## config.mk

```make
export PLATFORM = sky130hd
export DESIGN_NAME = instr_fetch_unit
export DESIGN_NICKNAME = d
export VERILOG_FILES = /design/src/rtl/cpu_pkg.sv /design/src/rtl/fetch_fifo.sv /design/src/rtl/instr_fetch_unit.sv
export SDC_FILE = /design/constraint.sdc
export NUM_CORES = 1
export LEC_CHECK = 0
export BUFFER_PORTS_ARGS = -buffer_cell sky130_fd_sc_hd__buf_2
export CAP_MARGIN = 20
export CORE_ASPECT_RATIO = 1.5
export CORE_MARGIN = 1
export CORE_UTILIZATION = 60
export DETAILED_ROUTE_END_ITERATION = 8
export PLACE_DENSITY = 0.85
export SYNTH_ARGS = -nofsm -noshare
export SYNTH_HDL_FRONTEND = slang
export SYNTH_SLANG_ARGS = --single-unit
```

## constraint.sdc

```tcl
create_clock -name clk -period 13.97 [get_ports clk]
set_clock_uncertainty 0.1 [all_clocks]
set_input_delay 2.0955 -clock clk [delete_from_list [all_inputs] [get_ports clk]]
set_output_delay 2.0955 -clock clk [all_outputs]
set_load 0.01 [all_outputs]
```

## src/rtl/cpu_pkg.sv

```systemverilog
`default_nettype none
// ============================================================================
// cpu_pkg : shared fetch-side types and constants          rev 1.0
// ============================================================================
package cpu_pkg;

  localparam logic [31:0] RESET_PC = 32'h0000_0000;
  localparam int          INSTR_W  = 32;

  typedef enum logic [1:0] {
    ST_IDLE  = 2'd0,
    ST_RUN   = 2'd1,
    ST_FAULT = 2'd2
  } fetch_state_e;

  typedef struct packed {
    logic [31:0]        pc;
    logic [INSTR_W-1:0] instr;
  } fetch_entry_t;

  function automatic logic is_word_aligned(input logic [31:0] addr);
    return (addr[1:0] == 2'b00);
  endfunction

endpackage
`default_nettype wire

```

## src/rtl/fetch_fifo.sv

```systemverilog
`default_nettype none
// ============================================================================
// fetch_fifo : sync FIFO of {pc, instr} entries with flush   rev 1.0
// ============================================================================
import cpu_pkg::*;

module fetch_fifo #(
  parameter int DEPTH = 2
) (
  input  logic                     clk,
  input  logic                     rst,
  input  logic                     i_flush,
  input  logic                     i_push,
  input  fetch_entry_t             i_data,
  input  logic                     i_pop,
  output logic                     o_valid,
  output fetch_entry_t             o_head,
  output logic [$clog2(DEPTH):0]   o_count
);

  localparam int PTR_W = $clog2(DEPTH);
  localparam int CNT_W = PTR_W + 1;

  fetch_entry_t     r_mem [DEPTH];
  logic [PTR_W-1:0] r_wr_ptr;
  logic [PTR_W-1:0] r_rd_ptr;
  logic [CNT_W-1:0] r_count;

  // Flush has priority: a pop coinciding with a flush is simply absorbed.
  always_ff @(posedge clk or posedge rst) begin
    if (rst) begin
      r_wr_ptr <= '0;
      r_rd_ptr <= '0;
      r_count  <= '0;
      for (int i = 0; i < DEPTH; i++) begin
        r_mem[i] <= '0;
      end
    end else if (i_flush) begin
      r_wr_ptr <= '0;
      r_rd_ptr <= '0;
      r_count  <= '0;
    end else begin
      if (i_push) begin
        r_mem[r_wr_ptr] <= i_data;
        r_wr_ptr        <= r_wr_ptr + 1'b1;
      end
      if (i_pop) begin
        r_rd_ptr <= r_rd_ptr + 1'b1;
      end
      r_count <= r_count + CNT_W'(i_push) - CNT_W'(i_pop);
    end
  end

  assign o_valid = (r_count != '0);
  assign o_head  = r_mem[r_rd_ptr];
  assign o_count = r_count;

endmodule
`default_nettype wire

```

## src/rtl/instr_fetch_unit.sv

```systemverilog
`default_nettype none
// ============================================================================
// instr_fetch_unit : PC/FSM owner feeding decode via a small FIFO   rev 1.0
// ============================================================================
module instr_fetch_unit #(
  parameter logic [31:0] RESET_PC   = cpu_pkg::RESET_PC,
  parameter int          FIFO_DEPTH = 2,
  parameter int          ADDR_W     = 32
) (
  input  logic              clk,
  input  logic              reset,
  input  logic              fetch_en,
  output logic [ADDR_W-1:0] imem_addr,
  input  logic [31:0]       imem_rdata,
  output logic              if_valid,
  input  logic              if_ready,
  output logic [31:0]       if_instr,
  output logic [31:0]       if_pc,
  input  logic              redirect_valid,
  input  logic [31:0]       redirect_pc,
  output logic              fault
);

  import cpu_pkg::*;

  localparam int CNT_W = $clog2(FIFO_DEPTH) + 1;

  fetch_state_e     r_state;
  logic [31:0]      r_pc;
  logic [31:0]      r_inflight_pc;
  logic             r_inflight;
  logic             r_fault;

  logic [CNT_W-1:0] w_count;
  logic [CNT_W-1:0] w_occupancy;
  logic             w_pop;
  logic             w_redirect_ok;
  logic             w_redirect_bad;
  logic             w_flush;
  logic             w_issue;
  logic             w_capture;
  fetch_entry_t     w_push_data;
  fetch_entry_t     w_head;

  assign w_pop          = if_valid & if_ready;
  assign w_redirect_ok  = redirect_valid & (r_state != ST_FAULT) &  is_word_aligned(redirect_pc);
  assign w_redirect_bad = redirect_valid & (r_state != ST_FAULT) & ~is_word_aligned(redirect_pc);
  assign w_flush        = redirect_valid | (r_state == ST_FAULT);

  // Slots already committed (buffered + in memory) after this cycle's pop.
  assign w_occupancy = w_count + CNT_W'(r_inflight) - CNT_W'(w_pop);
  assign w_issue     = (r_state == ST_RUN) & fetch_en & ~redirect_valid &
                       (w_occupancy < CNT_W'(FIFO_DEPTH));
  assign w_capture   = r_inflight & ~w_flush;

  assign w_push_data.pc    = r_inflight_pc;
  assign w_push_data.instr = imem_rdata;

  fetch_fifo #(
    .DEPTH (FIFO_DEPTH)
  ) u_fifo (
    .clk     (clk),
    .rst     (reset),
    .i_flush (w_flush),
    .i_push  (w_capture),
    .i_data  (w_push_data),
    .i_pop   (w_pop),
    .o_valid (if_valid),
    .o_head  (w_head),
    .o_count (w_count)
  );

  always_ff @(posedge clk or posedge reset) begin
    if (reset) begin
      r_state       <= ST_IDLE;
      r_pc          <= RESET_PC;
      r_inflight    <= 1'b0;
      r_inflight_pc <= '0;
      r_fault       <= 1'b0;
    end else begin
      r_inflight <= w_issue;
      if (w_issue) begin
        r_inflight_pc <= r_pc;
        r_pc          <= r_pc + 32'd4;
      end
      if (w_redirect_ok) begin
        r_pc <= redirect_pc;
      end
      if (w_redirect_bad) begin
        r_state <= ST_FAULT;
        r_fault <= 1'b1;
      end else begin
        case (r_state)
          ST_IDLE: if (fetch_en)  r_state <= ST_RUN;
          ST_RUN:  if (!fetch_en) r_state <= ST_IDLE;
          default:                r_state <= ST_FAULT;
        endcase
      end
    end
  end

  assign imem_addr = ADDR_W'(r_pc[31:2]);
  assign if_instr  = w_head.instr;
  assign if_pc     = w_head.pc;
  assign fault     = r_fault;

endmodule
`default_nettype wire
```

==> impl_metrics.prom <==
# TYPE chip_impl_metric gauge
chip_impl_info{name="run_status",value="finished clean"} 1
chip_impl_metric{name="drc_errors",unit=""} 0
chip_impl_metric{name="dr_total_vias",unit=""} 6362
chip_impl_metric{name="met1_length",unit="um"} 7590
chip_impl_metric{name="design.die.area",unit="um^2"} 15800
chip_impl_metric{name="grt.overflow.total",unit=""} 0
chip_impl_metric{name="grt_pass1_wl",unit="um"} 31900
chip_impl_metric{name="worstMarginPinSlew",unit="ns"} 0.961
chip_impl_metric{name="routed_wire_length_per_instance",unit="um"} 18.1
chip_impl_metric{name="finalCriticalPeriod",unit="ns"} 4.32
chip_impl_metric{name="critical_path.max_stage_delay",unit="ns"} 0.41
chip_impl_metric{name="slew_viol_final",unit=""} 0
chip_impl_metric{name="synth_fa_ha_area_frac",unit=""} 0.00545
chip_impl_metric{name="vias_per_cell",unit=""} 5.82
chip_impl_metric{name="setup_viol",unit=""} 0
chip_impl_metric{name="synth-edff-count",unit=""} 0
chip_impl_metric{name="cellPowerDensity",unit="nW/um^2"} 107
chip_impl_metric{name="core-area",unit="um^2"} 15000
chip_impl_info{name="tritoncts_clock_tree",value="built"} 1
chip_impl_metric{name="number_of_antenna_violations_at_the_first_check_in_global_routing",unit=""} 0
chip_impl_metric{name="synth.yosys.warnings",unit=""} 0
chip_impl_info{name="post-synth-top-count-cell",value="dfrtp_1"} 1
chip_impl_info{name="yosys_most_used_dff",value="dfrtp_1"} 1
chip_impl_info{name="cpMaxStageDelayCell",value="xor2_1"} 1
chip_impl_metric{name="number_of_sinks_handled_by_clock_tree_synthesis",unit=""} 200
chip_impl_metric{name="final_min_period_over_clock_period",unit=""} 0.309
chip_impl_metric{name="fill_cells",unit=""} 1137
chip_impl_metric{name="cts-resized-gates",unit=""} 0
chip_impl_metric{name="start_util",unit=""} 0.613
chip_impl_metric{name="max-vdd-ir-drop",unit="mV"} 0.0800
chip_impl_info{name="largest_cells_by_area_after_synthesis",value="dfrtp_1 (54%), mux2_2 (24%), nand2_1 (4.6%), buf_4 (2.7%), o21ai_0 (1.0%)"} 1
chip_impl_metric{name="yosys.cell_types.count",unit=""} 53
chip_impl_metric{name="met3_length",unit="um"} 1300
chip_impl_metric{name="worst_path_max_fanout",unit=""} 27
chip_impl_metric{name="worstPathArrival",unit="ns"} 4.53
chip_impl_metric{name="drt_first_iter_violations",unit=""} 366
chip_impl_metric{name="ff_to_ff_path_depth",unit=""} 10
chip_impl_info{name="highest_layer",value="met4"} 1
chip_impl_metric{name="grt_use_total",unit=""} 0.263
chip_impl_metric{name="detailedPlacementHpwl",unit="um"} 13000
chip_impl_info{name="setup.worst_path.class",value="primary input to register"} 1
chip_impl_metric{name="met2RoutedLength",unit="um"} 10300
chip_impl_metric{name="post_cts_hold_buffer_count",unit=""} 0
chip_impl_metric{name="antenna_left",unit=""} 0
chip_impl_metric{name="placement.cell_area",unit="um^2"} 9950
chip_impl_info{name="synth_top_area_cell",value="dfrtp_1"} 1
chip_impl_metric{name="largest_net_degree_at_the_start_of_global_routing",unit=""} 123
chip_impl_metric{name="cts_made_buffers",unit=""} 17
chip_impl_metric{name="sequential_fraction_of_the_synthesis_area",unit=""} 0.545
chip_impl_metric{name="row_count",unit=""} 55
chip_impl_info{name="worstHoldPathType",value="register to register"} 1
chip_impl_info{name="crit_path_end_kind",value="register"} 1
chip_impl_metric{name="pin_count",unit=""} 167
chip_impl_metric{name="mappedNetlistArea",unit="um^2"} 9190
chip_impl_metric{name="placement.io_buffers",unit=""} 164
chip_impl_metric{name="max-clock-path-buffers",unit=""} 2
chip_impl_metric{name="area_fraction_of_the_dominant_cell_type_after_synthesis",unit=""} 0.545
chip_impl_metric{name="die_width",unit="um"} 103
chip_impl_metric{name="post_cts_setup_buffers",unit=""} 0
chip_impl_metric{name="clkSlewWorstSetupHoldPaths",unit="ns"} 0.07
chip_impl_metric{name="flow.area_growth_from_synthesis",unit="%"} 14.5
chip_impl_metric{name="power.static_leakage",unit="uW"} 0.00558
chip_impl_metric{name="placed_cells_incl_taps",unit=""} 1062
chip_impl_metric{name="synth_async_sr_flop_share",unit=""} 1.00
chip_impl_metric{name="postSynthRegisterBits",unit=""} 200
chip_impl_metric{name="die_y",unit="um"} 154
chip_impl_info{name="holdPathEnd",value="fault"} 1
chip_impl_info{name="synth_common_cells",value="dfrtp_1 (200), mux2_2 (192), nand2_1 (112)"} 1
chip_impl_metric{name="synth.mux.area_fraction",unit=""} 0.237
chip_impl_info{name="cell_chain_of_the_critical_path",value="buf_2, and2_1, ha_1, and2b_1, xor2_1, nand2_2, inv_1, buf_4, nand4_1, a31o_2"} 1
chip_impl_metric{name="timing.critical_path.required",unit="ns"} 14.19
chip_impl_metric{name="hold_viol_final",unit=""} 0
chip_impl_metric{name="fin_setup_tns",unit="ns"} 0
chip_impl_metric{name="firstDrtPassIters",unit=""} 5
chip_impl_metric{name="netlist_instances",unit=""} 760
chip_impl_info{name="critical_path.reg2reg.startpoint",value="u_fifo.o_count[1]"} 1
chip_impl_metric{name="number_of_max_capacitance_violations_reported",unit=""} 0
chip_impl_metric{name="gp_congestion",unit=""} 0.870
chip_impl_metric{name="min_path_cells",unit=""} 1
chip_impl_metric{name="diodes",unit=""} 0
chip_impl_metric{name="postRouteWirelength",unit="um"} 19800
chip_impl_metric{name="setup.reg_to_reg.worst_slack",unit="ns"} 10.63
chip_impl_info{name="dominant_combinational_cell_family_by_area_after_synthesis",value="multiplexers"} 1
chip_impl_metric{name="synth_compound_area_frac",unit=""} 0.0452
chip_impl_info{name="critical_path.reg2reg.endpoint",value="r_pc[30]"} 1
chip_impl_metric{name="synthesis.area_per_instance",unit="um^2"} 12.1
chip_impl_metric{name="post_synth_xor_area_fraction",unit=""} 0.0132
chip_impl_metric{name="post_route_cells_drive_above_1_share",unit=""} 0.454
chip_impl_metric{name="clock_insertion_delay_worst_skew",unit="ns"} 0.42
chip_impl_metric{name="cts.htree.levels",unit=""} 4
chip_impl_metric{name="fin_cells",unit=""} 1094
chip_impl_metric{name="finalNetCount",unit=""} 956
chip_impl_info{name="startpoint_type",value="primary input"} 1
chip_impl_info{name="rsz_0062_raised_after_global_routing",value="false"} 1
chip_impl_metric{name="synth_simple_gate_area_share",unit=""} 0.107
chip_impl_metric{name="max_freq",unit="GHz"} 0.232
chip_impl_metric{name="number_of_global_route_vias_before_repair",unit=""} 6425
chip_impl_metric{name="slew_headroom",unit=""} 0.359
chip_impl_info{name="cts_root_buf",value="clkbuf_16"} 1
chip_impl_info{name="timing.hold.worst.start",value="fault"} 1
chip_impl_metric{name="design_area",unit="um^2"} 10500
==> cell families after synthesis <==
family,after synthesis
fa+ha+maj,4
xor+xnor,13
simple gates,209
compound gates,61
mux,194
buf+inv,78
other cells,1
flops,200
==> worst max-delay path by stage <==
| stage | from | endpoint |
|---|---|---|
| 3_5_place_dp | if_ready | r_pc[30] |
| 6_report | if_ready | r_pc[30] |
| 3_3_place_gp | if_ready | r_pc[30] |
| 2_1_floorplan | reset | fault |
| 5_1_grt | if_ready | r_pc[30] |
| 4_1_cts | u_fifo.r_rd_ptr | if_pc[5] |
==> where the power goes <==
part           switching, uW  internal, uW  total, uW  leakage (uW)
logic                   35.1          23.3       58.4       0.00257
registers               18.2           590        608       0.00275
clock network            223           237        460      0.000265
==> per-stage QoR <==
| step | hold WS (ns) | setup slack [ns] | utilization | power [uW] |
|---|---|---|---|---|
| final | 0.369 | 9.65 | 0.702 | 1130 |
| after global routing | 0.399 | 9.43 | 0.702 | 1170 |
| after CTS | 0.375 | 9.66 | 0.700 | 1140 |
| after detailed placement | 0.354 | 9.23 | 0.663 | 677 |
| after global placement | 0.352 | 9.28 | 0.663 | 676 |
| after floorplan | 0.330 | 6.32 | - | 656 |
==> state kept, by name, summed over array words and instances (netlist names) <==
name / cells
fault: 1
r_inflight_pc: 32
u_fifo.r_mem: 128
r_pc: 32
u_fifo.r_wr_ptr: 1
r_inflight: 1
u_fifo.o_count: 2
r_state: 2
u_fifo.r_rd_ptr: 1
==> layout make-up <==
class                      count  area [um^2]  area share
clock buffer                  18          439      0.0417
clock inverter                13          114      0.0108
inverter                      10         45.0     0.00428
multi-input combinational    483         3780       0.359
sequential                   200         5010       0.476
tap                          199          249      0.0237
timing repair buffer         171          893      0.0849
==> worst max-delay path, delay by kind of cell <==
family | cells | cell delay, ns
AO/OA/AOI/OAI | 1 | 0.26
XOR/XNOR | 1 | 0.41
buffers and inverters | 3 | 0.87
AND/OR/NAND/NOR | 4 | 0.63
adder cells (fa/ha/maj) | 1 | 0.27
==> cells in the final DEF (no fill, tap or decap), drive strengths merged, types with 3 or more instances in the layout <==
| cell type | n |
|---|---|
| buf | 171 |
| o21ai | 19 |
| mux2 | 192 |
| and3 | 8 |
| a22oi | 4 |
| clkinv | 5 |
| a21oi | 8 |
| nand2 | 113 |
| nand3 | 13 |
| inv | 15 |
| or3 | 5 |
| o211ai | 4 |
| nand4 | 11 |
| nor3 | 11 |
| xor2 | 4 |
| or4 | 4 |
| nor2 | 20 |
| and2 | 5 |
| clkbuf | 18 |
| nor4 | 9 |
| clkinvlp | 3 |
| a211oi | 3 |
| ha | 4 |
| dfrtp | 200 |
| xnor2 | 9 |
| nand2b | 3 |
==> layer usage <==
| metal | vias up | track usage |
|---|---|---|
| met1 | 3160 | 0.316 |
| met4 | 0 | 0.117 |
| met2 | 263 | 0.448 |
| met5 | - | 0 |
| li1 | 2892 | - |
| met3 | 47 | 0.0568 |
Note: power is estimated with default switching activity, not from simulation.
